==> config.mk <==
export PLATFORM = sky130hd
export DESIGN_NAME = nt_subckt_bist_ctrl
export DESIGN_NICKNAME = d
export VERILOG_FILES = /design/src/rtl/nt_subckt_bist_ctrl.sv
export SDC_FILE = /design/constraint.sdc
export NUM_CORES = 1
export LEC_CHECK = 0
export ABC_AREA = 1
export CAP_MARGIN = 20
export CORE_MARGIN = 2
export CORE_UTILIZATION = 45
export DETAILED_ROUTE_END_ITERATION = 10
export PLACE_DENSITY_LB_ADDON = 0.08
export SKIP_CTS_REPAIR_TIMING = 1
export SYNTH_ARGS = -nofsm -noshare
export SYNTH_HDL_FRONTEND = slang
export SYNTH_SLANG_ARGS = --single-unit
==> constraint.sdc <==
create_clock -name I1294_clk -period 2.9 [get_ports I1294_clk]
set_input_delay 0.58 -clock I1294_clk [delete_from_list [all_inputs] [get_ports I1294_clk]]
set_output_delay 0.58 -clock I1294_clk [all_outputs]
set_load 0.005 [all_outputs]
==> src/rtl/nt_subckt_bist_ctrl.sv <==
// Logic BIST controller: LFSR stimulus into a pipelined subcircuit, MISR compaction of its response.
// Optional `BIST_ABORT_EN adds an abort input that cancels a run in progress.
module nt_subckt_bist_ctrl #(
  parameter int LFSR_W = 16,
  parameter int LAT    = 3,
  parameter int CNT_W  = 10
) (
  input  logic              I1294_clk,
  input  logic              I1301_rst,
  input  logic              start,
`ifdef BIST_ABORT_EN
  input  logic              abort,
`endif
  input  logic [CNT_W-1:0]  pat_count,
  input  logic [LFSR_W-1:0] seed,
  input  logic [LFSR_W-1:0] golden,
  input  logic              dut_resp,
  output logic [3:0]        stim,
  output logic              busy,
  output logic              done,
  output logic              pass,
  output logic [LFSR_W-1:0] signature
);

  typedef enum logic [1:0] {
    ST_IDLE  = 2'd0,
    ST_RUN   = 2'd1,
    ST_FLUSH = 2'd2,
    ST_DONE  = 2'd3
  } state_t;

  localparam logic [CNT_W:0] LAT_C = (CNT_W+1)'(LAT);
  localparam logic [CNT_W:0] ONE_C = (CNT_W+1)'(1);

  state_t            r_state;
  state_t            w_state_next;
  logic [CNT_W:0]    r_cnt;
  logic [CNT_W:0]    w_cnt_next;
  logic [CNT_W-1:0]  r_n;
  logic [CNT_W-1:0]  w_n_next;
  logic [LFSR_W-1:0] r_golden;
  logic [LFSR_W-1:0] w_golden_next;
  logic [LFSR_W-1:0] r_lfsr;
  logic [LFSR_W-1:0] w_lfsr_next;
  logic [LFSR_W-1:0] r_misr;
  logic [LFSR_W-1:0] w_misr_next;
  logic [3:0]        r_stim;
  logic [3:0]        w_stim_next;
  logic              r_busy;
  logic              w_busy_next;
  logic              r_done;
  logic              w_done_next;
  logic              r_pass;
  logic              w_pass_next;

  logic [LFSR_W-1:0] w_seed_eff;
  logic [CNT_W:0]    w_n_ext;
  logic [CNT_W:0]    w_cnt_inc;
  logic [CNT_W:0]    w_last;
  logic              w_abort;

`ifdef BIST_ABORT_EN
  assign w_abort = abort;
`else
  assign w_abort = 1'b0;
`endif

  // An all-zero Fibonacci LFSR would lock up, so a zero seed becomes 1.
  assign w_seed_eff = (seed == '0) ? LFSR_W'(1) : seed;
  assign w_n_ext    = {1'b0, r_n};
  assign w_cnt_inc  = r_cnt + ONE_C;
  assign w_last     = w_n_ext + LAT_C - ONE_C;

  function automatic logic [LFSR_W-1:0] lfsr_step(input logic [LFSR_W-1:0] q);
    return {q[LFSR_W-2:0], q[15] ^ q[13] ^ q[12] ^ q[10]};
  endfunction

  always_ff @(posedge I1294_clk or negedge I1301_rst) begin
    if (!I1301_rst) begin
      r_state <= ST_IDLE;
    end else begin
      r_state <= w_state_next;
    end
  end

  always_comb begin
    w_state_next  = r_state;
    w_cnt_next    = r_cnt;
    w_n_next      = r_n;
    w_golden_next = r_golden;
    w_lfsr_next   = r_lfsr;
    w_misr_next   = r_misr;
    w_pass_next   = 1'b0;

    case (r_state)
      ST_IDLE, ST_DONE: begin
        if (r_state == ST_DONE) begin
          w_pass_next = r_pass;
        end
        if (start) begin
          w_n_next      = pat_count;
          w_golden_next = golden;
          w_cnt_next    = '0;
          w_misr_next   = '0;
          w_lfsr_next   = w_seed_eff;
          if (pat_count == '0) begin
            w_state_next = ST_DONE;
            w_pass_next  = (golden == '0);
          end else begin
            w_state_next = ST_RUN;
            w_pass_next  = 1'b0;
          end
        end
      end

      ST_RUN, ST_FLUSH: begin
        if (w_abort) begin
          w_state_next = ST_IDLE;
          w_cnt_next   = '0;
        end else begin
          w_cnt_next = w_cnt_inc;
          if (r_state == ST_RUN) begin
            w_lfsr_next = lfsr_step(r_lfsr);
          end
          // Response to pattern k arrives LAT cycles later, i.e. while cnt == k+LAT.
          if (r_cnt >= LAT_C) begin
            w_misr_next = lfsr_step(r_misr) ^ {{(LFSR_W-1){1'b0}}, dut_resp};
          end
          if (r_cnt == w_last) begin
            w_state_next = ST_DONE;
            w_pass_next  = (w_misr_next == r_golden);
          end else if (w_cnt_inc < w_n_ext) begin
            w_state_next = ST_RUN;
          end else begin
            w_state_next = ST_FLUSH;
          end
        end
      end

      default: begin
        w_state_next = ST_IDLE;
      end
    endcase

    w_busy_next = (w_state_next == ST_RUN) || (w_state_next == ST_FLUSH);
    w_done_next = (w_state_next == ST_DONE);
    w_stim_next = (w_state_next == ST_RUN) ? w_lfsr_next[3:0] : 4'h0;
  end

  always_ff @(posedge I1294_clk or negedge I1301_rst) begin
    if (!I1301_rst) begin
      r_cnt    <= '0;
      r_n      <= '0;
      r_golden <= '0;
      r_lfsr   <= '0;
      r_misr   <= '0;
      r_stim   <= '0;
      r_busy   <= 1'b0;
      r_done   <= 1'b0;
      r_pass   <= 1'b0;
    end else begin
      r_cnt    <= w_cnt_next;
      r_n      <= w_n_next;
      r_golden <= w_golden_next;
      r_lfsr   <= w_lfsr_next;
      r_misr   <= w_misr_next;
      r_stim   <= w_stim_next;
      r_busy   <= w_busy_next;
      r_done   <= w_done_next;
      r_pass   <= w_pass_next;
    end
  end

  assign stim      = r_stim;
  assign busy      = r_busy;
  assign done      = r_done;
  assign pass      = r_pass;
  assign signature = r_misr;

endmodule
==> impl_metrics.py, run 1 <==
metrics = {
    "clock_network": {
        "numCtsBuffers": 9,
        "cts_tree": "built",
        "root_buffer": "clkbuf_8",
        "cts_sinks": 78,
        "cts_buffer_depth": 2,
        "clkSlewWorstSetupHoldPaths_ps": 90,
        "cts_max_level": 3,
        "clock_latency_ps": 350,
    },
    "sta": {
        "final_max_slew_viol_count": 0,
        "hold_viol_final": 0,
        "clock_skew_ps": 14.2,
        "worst_pin_slew_ps": 468,
        "fin_ws_ps": 339,
        "hold_ws_ps": 142,
        "fin_crit_ps": 2560,
        "relSlewSlack_pct": 68.8,
        "rsz0062_at_grt": "false",
        "setup-violations-final": 0,
        "fin_crit_sh_pct": 88.3,
        "setup-tns-final_ps": 0,
        "fmax_ghz": 0.391,
    },
    "cells_and_area": {
        "fin_nets": 786,
        "layout-drive-gt1-share_pct": 7.13,
        "area_growth_pct": 23.6,
        "layout.cells.non_filler": 865,
        "fin_util_pct": 57.0,
        "seq_area_sq_um": 1950,
        "multi_input_area_sq_um": 2360,
        "n_fill_cell": 987,
        "diodes": 0,
    },
    "placed_design": {
        "dp_hpwl_um": 8740,
        "place.gp.congestion": 0.885,
        "dp_cells": 848,
        "pre_cts_ws_ps": 258,
        "port_buffers": 68,
    },
    "synthesis": {
        "yosys_warnings": 0,
        "synth_xor_area_share_pct": 2.03,
        "synth_enable_flop_cells": 0,
        "ys_types": 34,
        "synth_nets": 719,
        "synth_cells": 657,
        "async_reset_ff_share_pct": 100,
        "synth_top_family_by_area": "simple AND/OR/NAND/NOR gates",
        "synth.avg_cell_area_sq_um": 7.21,
        "synthAdderAreaFrac_pct": 4.22,
        "ys_seq_elements": 78,
        "yosys.area_share.simple_pct": 32.2,
        "netlist_area_sq_um": 4740,
        "synth-main-ff-cell": "dfrtp_1",
        "synthMuxAreaShare_pct": 0,
        "synth_compound_area_share_pct": 10.8,
        "yosysSeqAreaShare_pct": 41.2,
    },
    "worst_setup_path": {
        "worst_path_most_repeated_cell": "nand2_1",
        "path_delay_family": "simple AND/OR/NAND/NOR gates",
        "cp.required_ps": 3170,
        "cp_num_buf_inv": 4,
        "cp.arrival_ps": 2830,
        "path_max_fanout": 5,
        "start_kind": "flip-flop",
        "timing_worst_setup_path_type": "flip-flop to flip-flop",
        "cp_slowest_cell": "dfrtp_2",
        "setup.worst_path.end_class": "flip-flop",
        "slowest_delay_ps": 440,
        "path_cells": "ha_4, nand2_1, inv_1, nand2_1, nand2_1, inv_1, or2_2, inv_1, ha_1, nand2_1, a21oi_1, nor2_1, nand2_1, nand3_1, nand2_1, nand2_1, nand3_1, inv_1, nand3_1, nand2_1, nand2_2, nor2_1",
    },
    "die": {
        "rows": 37,
        "io_pins": 69,
        "die_x_um": 107,
        "die_area_sq_um": 11400,
        "core_sq_um": 10300,
        "start_util_pct": 46.1,
        "fp.dieH_um": 107,
    },
    "power_and_ir_drop": {
        "power.density_nw_per_um2": 1120,
        "p_leak_nw": 2.89,
        "peakVddDrop_v": 0.000585,
    },
    "status": {
        "status": "finished clean",
    },
    "routing": {
        "route.detailed.drc": 0,
        "drt_first_iter_violations": 311,
        "wl_per_cell_um": 13.9,
        "ant_nets": 0,
        "wl_um": 12000,
        "via_per_inst": 5.20,
        "first_pass_iters": 5,
        "via_count": 4500,
    },
    "global_routing": {
        "grt_pass1_wl_um": 20600,
        "antenna_found_initial": 0,
        "grt_overflow": 0,
        "grt_max_degree": 79,
        "track_usage_pct": 22.5,
        "grt_pass1_vias": 4359,
    },
    "job": {
        "drv_cap": 0,
    },
    "hold_path": {
        "hold_path.class": "input pin to asynchronous set/reset pin",
    },
}
-- placed cells by master, fill, tap and decap left out, types with 2 or more instances in the layout --
cell type          n
o21ai_0           52
buf_4              9
nor2_2             2
inv_1             88
a21oi_1           13
a221oi_1           3
clkdlybuf4s50_1   67
nor4_1             8
nand2_2           10
bufinv_16          3
xor2_1             7
and3_1             2
or2_2              3
inv_2              3
nor3_1             5
nand3_1           79
nor2_1            47
ha_1              15
xnor2_1            4
clkbuf_8          10
o22ai_1           18
nand3b_1           2
dfrtp_1           77
nand2_1          179
a31oi_1            4
nor2_4             3
nand4_1            3
-- Yosys cell counts, types with 4 or more instances --
cell        n  share of area [%]
inv_1      88                7.0
o21ai_0    52                5.5
o22ai_1    18                2.4
a31oi_1     4               0.53
xnor2_1     4               0.74
ha_1       16                4.2
nor2_1     48                3.8
nand2_1   179                 14
nand3_1    79                8.3
xor2_1      7                1.3
nand2_2    10                1.3
nor3_1      5               0.53
buf_4       4               0.63
dfrtp_1    78                 41
a21oi_1    13                1.4
nor4_1      8                1.1
clkbuf_1   12               0.95
-- routing by layer --
| metal | track usage [%] | up-vias | routed length [um] |
|---|---|---|---|
| met5 | 0 | - | 0 |
| met1 | 31.8 | 2123 | 5710 |
| met3 | 3.53 | 13 | 584 |
| met4 | 5.19 | 0 | 110 |
| li1 | - | 2254 | - |
| met2 | 36.5 | 110 | 5620 |
-- cell type report --
| cell class | count | share of cell area [%] |
|---|---|---|
| sequential | 78 | 33.4 |
| tap | 136 | 2.91 |
| clock inverter | 5 | 1.82 |
| clock buffer | 11 | 2.42 |
| timing repair buffer | 78 | 13.4 |
| multi-input combinational | 466 | 40.2 |
| inverter | 91 | 5.83 |
-- registers in the layout, indices dropped and copies added, names as in the netlist --
register,flops
r_lfsr,16
done,1
r_cnt,11
signature,16
r_state,2
pass,1
r_golden,16
busy,1
stim,4
r_n,10
-- cell families (layout without fill, tap and decap cells) --
family / count (synthesis) / after routing
DFF: 78 / 78
adders and majority gates: 16 / 16
and+or+nand+nor: 346 / 346
buffers and inverters: 113 / 185
AOI/OAI and AO/OA: 93 / 93
xor gates and xnor gates: 11 / 11
-- final timing paths --
kind | startpoint | endpoint | slack [ps] | depth (start not counted)
min in group I1294_clk | r_n[0] | r_n[0] | 500 | 2
max | r_cnt[0] | stim[1] | 340 | 22
min reg2reg | r_n[0] | r_n[0] | 500 | 2
min | I1301_rst | r_n[3] | 140 | 1
max reg2reg | r_cnt[0] | stim[1] | 340 | 22
max in group asynchronous | I1301_rst | r_golden[0] | 2150 | 2
-- stage by stage --
step,cell area (sq um),power [mW]
after CTS,5810,6.58
after floorplan,4740,4.44
after global placement,5570,5.46
after global routing,5850,7.25
final,5850,6.58
after detailed placement,5570,5.53
-- where the power goes --
group / switching (mW) / total [mW] / leakage (nW) / internal, mW
registers: 0.337 / 1.91 / 0.978 / 1.58
clock network: 0.415 / 1.01 / 0.120 / 0.598
logic: 2.21 / 3.65 / 1.80 / 1.44
total: 2.96 / 6.58 / 2.89 / 3.62
(Power assumes the default switching activity.)
==> run 2: changes to the inputs <==
--- a/config.mk
+++ b/config.mk
@@ -10,6 +10,8 @@
 export CORE_MARGIN = 2
 export CORE_UTILIZATION = 45
 export DETAILED_ROUTE_END_ITERATION = 10
+export DONT_BUFFER_PORTS = 1
+export MAX_ROUTING_LAYER = met4
 export PLACE_DENSITY_LB_ADDON = 0.08
 export SKIP_CTS_REPAIR_TIMING = 1
 export SYNTH_ARGS = -nofsm -noshare
==> run 2 against run 1 <==
First-iteration DRC count down 37%. Count of clock-buffer cells in the layout rose by 1. Via count decreased by 6.8%. Clock skew up 0.51 ps. Combinational power shrank 10%. Core utilization down 7.3 points. Cell area shrank 13%. Critical endpoint is now stim[2]. Largest power group unchanged.
==> impl_metrics.py, run 2 (same netlist as run 1, synthesis figures left out) <==
metrics = {
    "clock_network": {
        "root_buffer": "clkbuf_8",
        "numCtsBuffers": 9,
        "cts_sinks": 78,
        "cts_tree": "built",
        "cts_buffer_depth": 2,
        "cts_max_level": 3,
        "clock_latency_ps": 360,
        "clkSlewWorstSetupHoldPaths_ps": 90,
    },
    "hold_path": {
        "hold_path.class": "input pin to asynchronous set/reset pin",
    },
    "worst_setup_path": {
        "path_cells": "ha_4, nand2_1, inv_1, nand2_1, nand2_1, inv_1, or2_2, inv_1, ha_1, nand2_1, a21oi_1, nor2_1, nand2_1, nand3_1, nand2_1, nand2_1, nand3_1, inv_1, nand3_1, nand2_1, nand2_2, nor2_1",
        "start_kind": "flip-flop",
        "cp_num_buf_inv": 4,
        "cp.required_ps": 3180,
        "path_delay_family": "simple AND/OR/NAND/NOR gates",
        "timing_worst_setup_path_type": "flip-flop to flip-flop",
        "cp.arrival_ps": 2830,
        "path_max_fanout": 5,
        "worst_path_most_repeated_cell": "nand2_1",
        "slowest_delay_ps": 460,
        "setup.worst_path.end_class": "flip-flop",
        "cp_slowest_cell": "dfrtp_1",
    },
    "cells_and_area": {
        "diodes": 0,
        "layout.cells.non_filler": 794,
        "fin_area_sq_um": 5110,
        "seq_area_sq_um": 1950,
        "layout-drive-gt1-share_pct": 7.29,
        "fin_nets": 716,
        "n_fill_cell": 1069,
        "final_cell_mix": "nand2_1 (179), inv_1 (88), nand3_1 (79)",
        "multi_input_area_sq_um": 2360,
        "area_growth_pct": 7.79,
        "final_common_cell": "nand2_1",
    },
    "power_and_ir_drop": {
        "peakVddDrop_v": 0.000436,
        "comb_power_share_pct": 53.8,
        "p_total_mw": 6.08,
        "switching_share_pct": 47.8,
        "seq_power_share_pct": 31.9,
        "power_switching_mw": 2.91,
        "p_leak_nw": 2.60,
        "power.density_nw_per_um2": 1190,
        "power_frac_clock_pct": 14.3,
        "intPower_mw": 3.18,
    },
    "global_routing": {
        "antenna_found_initial": 0,
        "grt_overflow": 0,
        "track_usage_pct": 23.1,
        "grt_pass1_wl_um": 20300,
        "grt_pass1_vias": 4130,
        "grt_max_degree": 79,
    },
    "placed_design": {
        "dp_hpwl_um": 8650,
        "port_buffers": 0,
        "dp_cells": 778,
        "place.gp.congestion": 0.901,
        "pre_cts_ws_ps": 285,
        "dpl_cell_area_sq_um": 4860,
    },
    "die": {
        "die_area_sq_um": 11400,
        "io_pins": 69,
        "rows": 37,
        "core_sq_um": 10300,
        "die_x_um": 107,
        "fp.dieH_um": 107,
        "start_util_pct": 46.1,
    },
    "job": {
        "drv_cap": 0,
    },
    "sta": {
        "clock_skew_ps": 14.7,
        "final_max_slew_viol_count": 0,
        "relSlewSlack_pct": 63.2,
        "hold_viol_final": 0,
        "worst_pin_slew_ps": 550,
        "fin_crit_sh_pct": 88.1,
        "fin_crit_ps": 2550,
        "fin_ws_ps": 346,
        "fmax_ghz": 0.392,
        "setup-violations-final": 0,
    },
    "routing": {
        "wl_per_cell_um": 15.1,
        "first_pass_iters": 4,
        "drt_first_iter_violations": 196,
        "via_count": 4196,
        "via_per_inst": 5.28,
        "route.detailed.drc": 0,
        "ant_nets": 0,
        "wl_um": 12000,
    },
    "status": {
        "status": "finished clean",
    },
}
==> run 2: changes by cell type in the layout (fill, tap and decap cells not counted), sizes merged <==
cell,previous run,this run
clkdlybuf4s50,67,0
bufinv,3,1
clkbuf,11,12
buf,11,8
==> run 2: worst paths after layout <==
kind | startpoint | end | cells after the start | slack [ps]
setup / recovery | r_cnt[0] | stim[2] | 22 | 350
hold / removal | I1301_rst | r_n[4] | 1 | 100
setup reg to reg | r_cnt[0] | stim[2] | 22 | 350
hold reg to reg | r_n[0] | r_n[0] | 2 | 520
max in group asynchronous | I1301_rst | signature[12] | 1 | 2450
min in group I1294_clk | pat_count[0] | r_n[0] | 2 | 340
==> run 2: worst reg2reg max path: cells and delay by family, from the launching register on <==
family	cells	cell delay [ps]
buffers and inverters	4	240
AND/OR/NAND/NOR	15	1270
AO/OA/AOI/OAI	1	50
flip-flops	1	460
adder cells (fa/ha/maj)	2	440
==> run 2: routing by layer <==
metal | global-route usage [%] | share of wire, % | up-vias
li1 | - | - | 2111
met1 | 31.5 | 48 | 1994
met2 | 35.6 | 46 | 78
met3 | 3.59 | 3.9 | 13
met4 | 7.42 | 1.3 | 0
met5 | - | 0 | -
==> run 2: per-stage QoR <==
stage          hold WS, ps  utilization (%)  TNS (ps)
6_report              96.9             49.7         0
5_1_grt                138             49.7     -3.57
4_1_cts               -106             49.3         0
3_5_place_dp           287             47.3         0
3_3_place_gp           287             47.3         0
2_1_floorplan          284                -         0
==> run 2: final cells by class <==
type | count | share of cell area (%)
multi-input cells | 466 | 46.1
flip-flops and latches | 78 | 38.2
inverters | 91 | 6.69
well taps | 136 | 3.33
clock buffers | 12 | 3.23
repair buffers | 8 | 1.57
clock inverters | 3 | 0.833
==> run 2: power by group through the flow <==
stage	logic, mW	registers [mW]	clock network, mW
after floorplan	2.59	1.85	0
after global placement	3.16	1.95	0
after detailed placement	3.23	1.96	0
after CTS	3.24	1.94	0.900
after global routing	3.79	2.00	0.937
final	3.27	1.94	0.872
==> run 3: changes to the inputs <==
--- a/config.mk
+++ b/config.mk
@@ -5,10 +5,12 @@
 export SDC_FILE = /design/constraint.sdc
 export NUM_CORES = 1
 export LEC_CHECK = 0
-export ABC_AREA = 1
+export ABC_AREA = 0
 export CAP_MARGIN = 20
+export CELL_PAD_IN_SITES_DETAIL_PLACEMENT = 0
+export CELL_PAD_IN_SITES_GLOBAL_PLACEMENT = 2
 export CORE_MARGIN = 2
-export CORE_UTILIZATION = 45
+export CORE_UTILIZATION = 40
 export DETAILED_ROUTE_END_ITERATION = 10
 export DONT_BUFFER_PORTS = 1
 export MAX_ROUTING_LAYER = met4
==> run 3 against run 2 <==
Global-route usage shrank 1.6 points. Flip-flop and latch count is the same. Fmax down 3.1%. Register-to-register slack got worse by 80 ps. Combinational power fell by 30%. Worst setup slack worse by 82 ps. Clock skew shrank 10 ps. Cell area shrank 1.9%. Final cell count is 23% lower. Sequential power grew 9%. Clock power rose by 26%.
==> impl_metrics.py, run 3 <==
metrics = {
    "status": {
        "status": "finished clean",
    },
    "power_and_ir_drop": {
        "switching_share_pct": 40.3,
        "p_leak_nw": 2.18,
        "comb_power_share_pct": 41.6,
        "peakVddDrop_v": 0.000528,
        "power.density_nw_per_um2": 1100,
        "intPower_mw": 3.29,
        "seq_power_share_pct": 38.4,
        "power_frac_clock_pct": 20.0,
        "power_switching_mw": 2.22,
    },
    "cells_and_area": {
        "n_fill_cell": 1079,
        "area_growth_pct": 10.4,
        "layout-drive-gt1-share_pct": 10.9,
        "seq_area_sq_um": 1950,
        "diodes": 0,
        "final_cell_mix": "dfrtp_1 (78), nand2_1 (54), o21ai_0 (47)",
        "final_common_cell": "dfrtp_1",
        "fin_util_pct": 45.8,
        "layout.cells.non_filler": 615,
        "fin_nets": 534,
        "multi_input_area_sq_um": 2400,
    },
    "clock_network": {
        "cts_max_level": 3,
        "clock_latency_ps": 340,
        "cts_sinks": 78,
        "numCtsBuffers": 9,
        "root_buffer": "clkbuf_16",
        "cts_tree": "built",
        "cts_buffer_depth": 2,
        "clkSlewWorstSetupHoldPaths_ps": 60,
    },
    "global_routing": {
        "grt_pass1_vias": 3690,
        "grt_pass1_wl_um": 20200,
        "grt_overflow": 0,
        "track_usage_pct": 21.5,
        "antenna_found_initial": 0,
        "grt_max_degree": 79,
    },
    "synthesis": {
        "synth_top_area_cell": "dfrtp_1",
        "yosys.area_share.simple_pct": 15.6,
        "netlist.area_leader.share_pct": 43.0,
        "synth_nets": 540,
        "yosys-top-cells-area": "dfrtp_1 (43%), o21ai_0 (5.2%), nand2_1 (4.5%), ha_1 (4.4%), xnor2_1 (4.2%)",
        "netlist_area_sq_um": 4540,
        "ys_top_cells_by_count": "dfrtp_1 (78), nand2_1 (54), o21ai_0 (47), clkbuf_1 (27), inv_1 (23)",
        "synth_top_family_by_area": "compound AO/OA/AOI/OAI gates",
        "yosysSeqAreaShare_pct": 43.0,
        "synth_xor_area_share_pct": 8.60,
        "synth-main-ff-cell": "dfrtp_1",
        "yosysMostFrequentCell": "dfrtp_1",
        "yosys_warnings": 0,
        "async_reset_ff_share_pct": 100,
        "synth_compound_area_share_pct": 16.7,
        "synth_cells": 478,
        "synth.avg_cell_area_sq_um": 9.49,
        "synthAdderAreaFrac_pct": 4.41,
        "synthMuxAreaShare_pct": 7.23,
        "ys_types": 53,
        "ys_seq_elements": 78,
        "synth_enable_flop_cells": 0,
    },
    "sta": {
        "setup-violations-final": 0,
        "worst_pin_slew_ps": 590,
        "setup-tns-final_ps": 0,
        "rsz0062_at_grt": "false",
        "fin_crit_sh_pct": 90.9,
        "relSlewSlack_pct": 60.3,
        "final_max_slew_viol_count": 0,
        "hold_viol_final": 0,
        "fin_crit_ps": 2640,
        "clock_skew_ps": 4.40,
        "fmax_ghz": 0.379,
    },
    "job": {
        "drv_cap": 0,
    },
    "worst_setup_path": {
        "worst_path_most_repeated_cell": "ha_1",
        "regToRegSetupSlack_ps": 260,
        "cp.arrival_ps": 2860,
        "slowest_delay_ps": 430,
        "timing.rr.start": "r_cnt[0]",
        "r2r_cells": 9,
        "start_kind": "flip-flop",
        "timing_worst_setup_path_type": "flip-flop to flip-flop",
        "path_cells": "ha_1, nand2_1, nor2_1, and3_1, xor2_1, ha_1, a2111oi_2, a21oi_2, or2_2",
        "setup.worst_path.end_class": "flip-flop",
        "cp.required_ps": 3120,
        "path_max_fanout": 6,
        "startpoint": "r_cnt[0]",
        "cp_slowest_cell": "dfrtp_1",
        "rr_endpoint": "r_state[1]",
    },
    "hold_path": {
        "hold_path.class": "input pin to asynchronous set/reset pin",
    },
    "die": {
        "fp.dieH_um": 111,
        "io_pins": 69,
        "rows": 38,
        "start_util_pct": 41.5,
        "die_x_um": 111,
        "core_sq_um": 10900,
        "die_area_sq_um": 12200,
    },
    "placed_design": {
        "dp_hpwl_um": 8970,
        "place.gp.congestion": 0.855,
        "port_buffers": 0,
        "dp_cells": 600,
    },
    "routing": {
        "via_count": 3490,
        "first_pass_iters": 4,
        "wl_um": 12200,
        "drt_first_iter_violations": 189,
        "wl_per_cell_um": 19.8,
        "route.detailed.drc": 0,
        "via_per_inst": 5.67,
        "ant_nets": 0,
    },
}
## run 3: kinds of logic after synthesis
logic type               Yosys count
AO/OA/AOI/OAI                    119
XOR/XNOR                          43
adder cells (fa/ha/maj)           16
buffers and inverters             53
flip-flops                        78
multiplexers                      31
AND/OR/NAND/NOR                  138
## run 3: worst max path at each step
stage / slack, ps / end / depth (start not counted)
2_1_floorplan: 440 / r_state[1] / 9
3_3_place_gp: 210 / r_state[1] / 9
3_5_place_dp: 160 / r_state[1] / 9
4_1_cts: 150 / r_state[1] / 9
5_1_grt: 60 / r_state[1] / 9
6_report: 260 / r_state[1] / 9
## run 3: area by class of cell
class	instances	share of cell area [%]
Clock buffer	10	4.57
Clock inverter	4	0.999
Inverter	23	1.72
Multi-Input combinational cell	347	47.9
Sequential cell	78	39.0
Tap cell	140	3.50
Timing Repair Buffer	13	2.35
## run 3: critical path, delay by kind of cell, from the launching register on
family / cells / cell delay (ps)
adder cells (fa/ha/maj): 2 / 600
AO/OA/AOI/OAI: 2 / 530
flip-flops: 1 / 430
XOR/XNOR: 1 / 190
AND/OR/NAND/NOR: 4 / 770
## run 3: through the flow
step	setup slack (ps)	hold WS (ps)	total power [mW]	instance area (sq um)
finish	264	124	5.51	5010
global route	59.4	145	5.98	5010
CTS	146	-79.6	5.53	4970
detailed placement	156	287	4.41	4690
global placement	206	287	4.36	4690
floorplan	443	284	3.74	4540
## run 3: power by group through the flow
stage	Combinational (mW)	Sequential, mW	Clock [mW]
2_1_floorplan	1.83	1.91	0
3_3_place_gp	2.23	2.13	0
3_5_place_dp	2.27	2.14	0
4_1_cts	2.28	2.12	1.13
5_1_grt	2.60	2.20	1.18
6_report	2.29	2.12	1.10
## run 3: metal layers
metal	track usage, %	wire length [um]	vias to the layer above
met5	-	0	-
met2	31.7	5570	79
li1	-	-	1711
met4	6.83	138	0
met1	29.7	5810	1692
met3	4.67	688	8
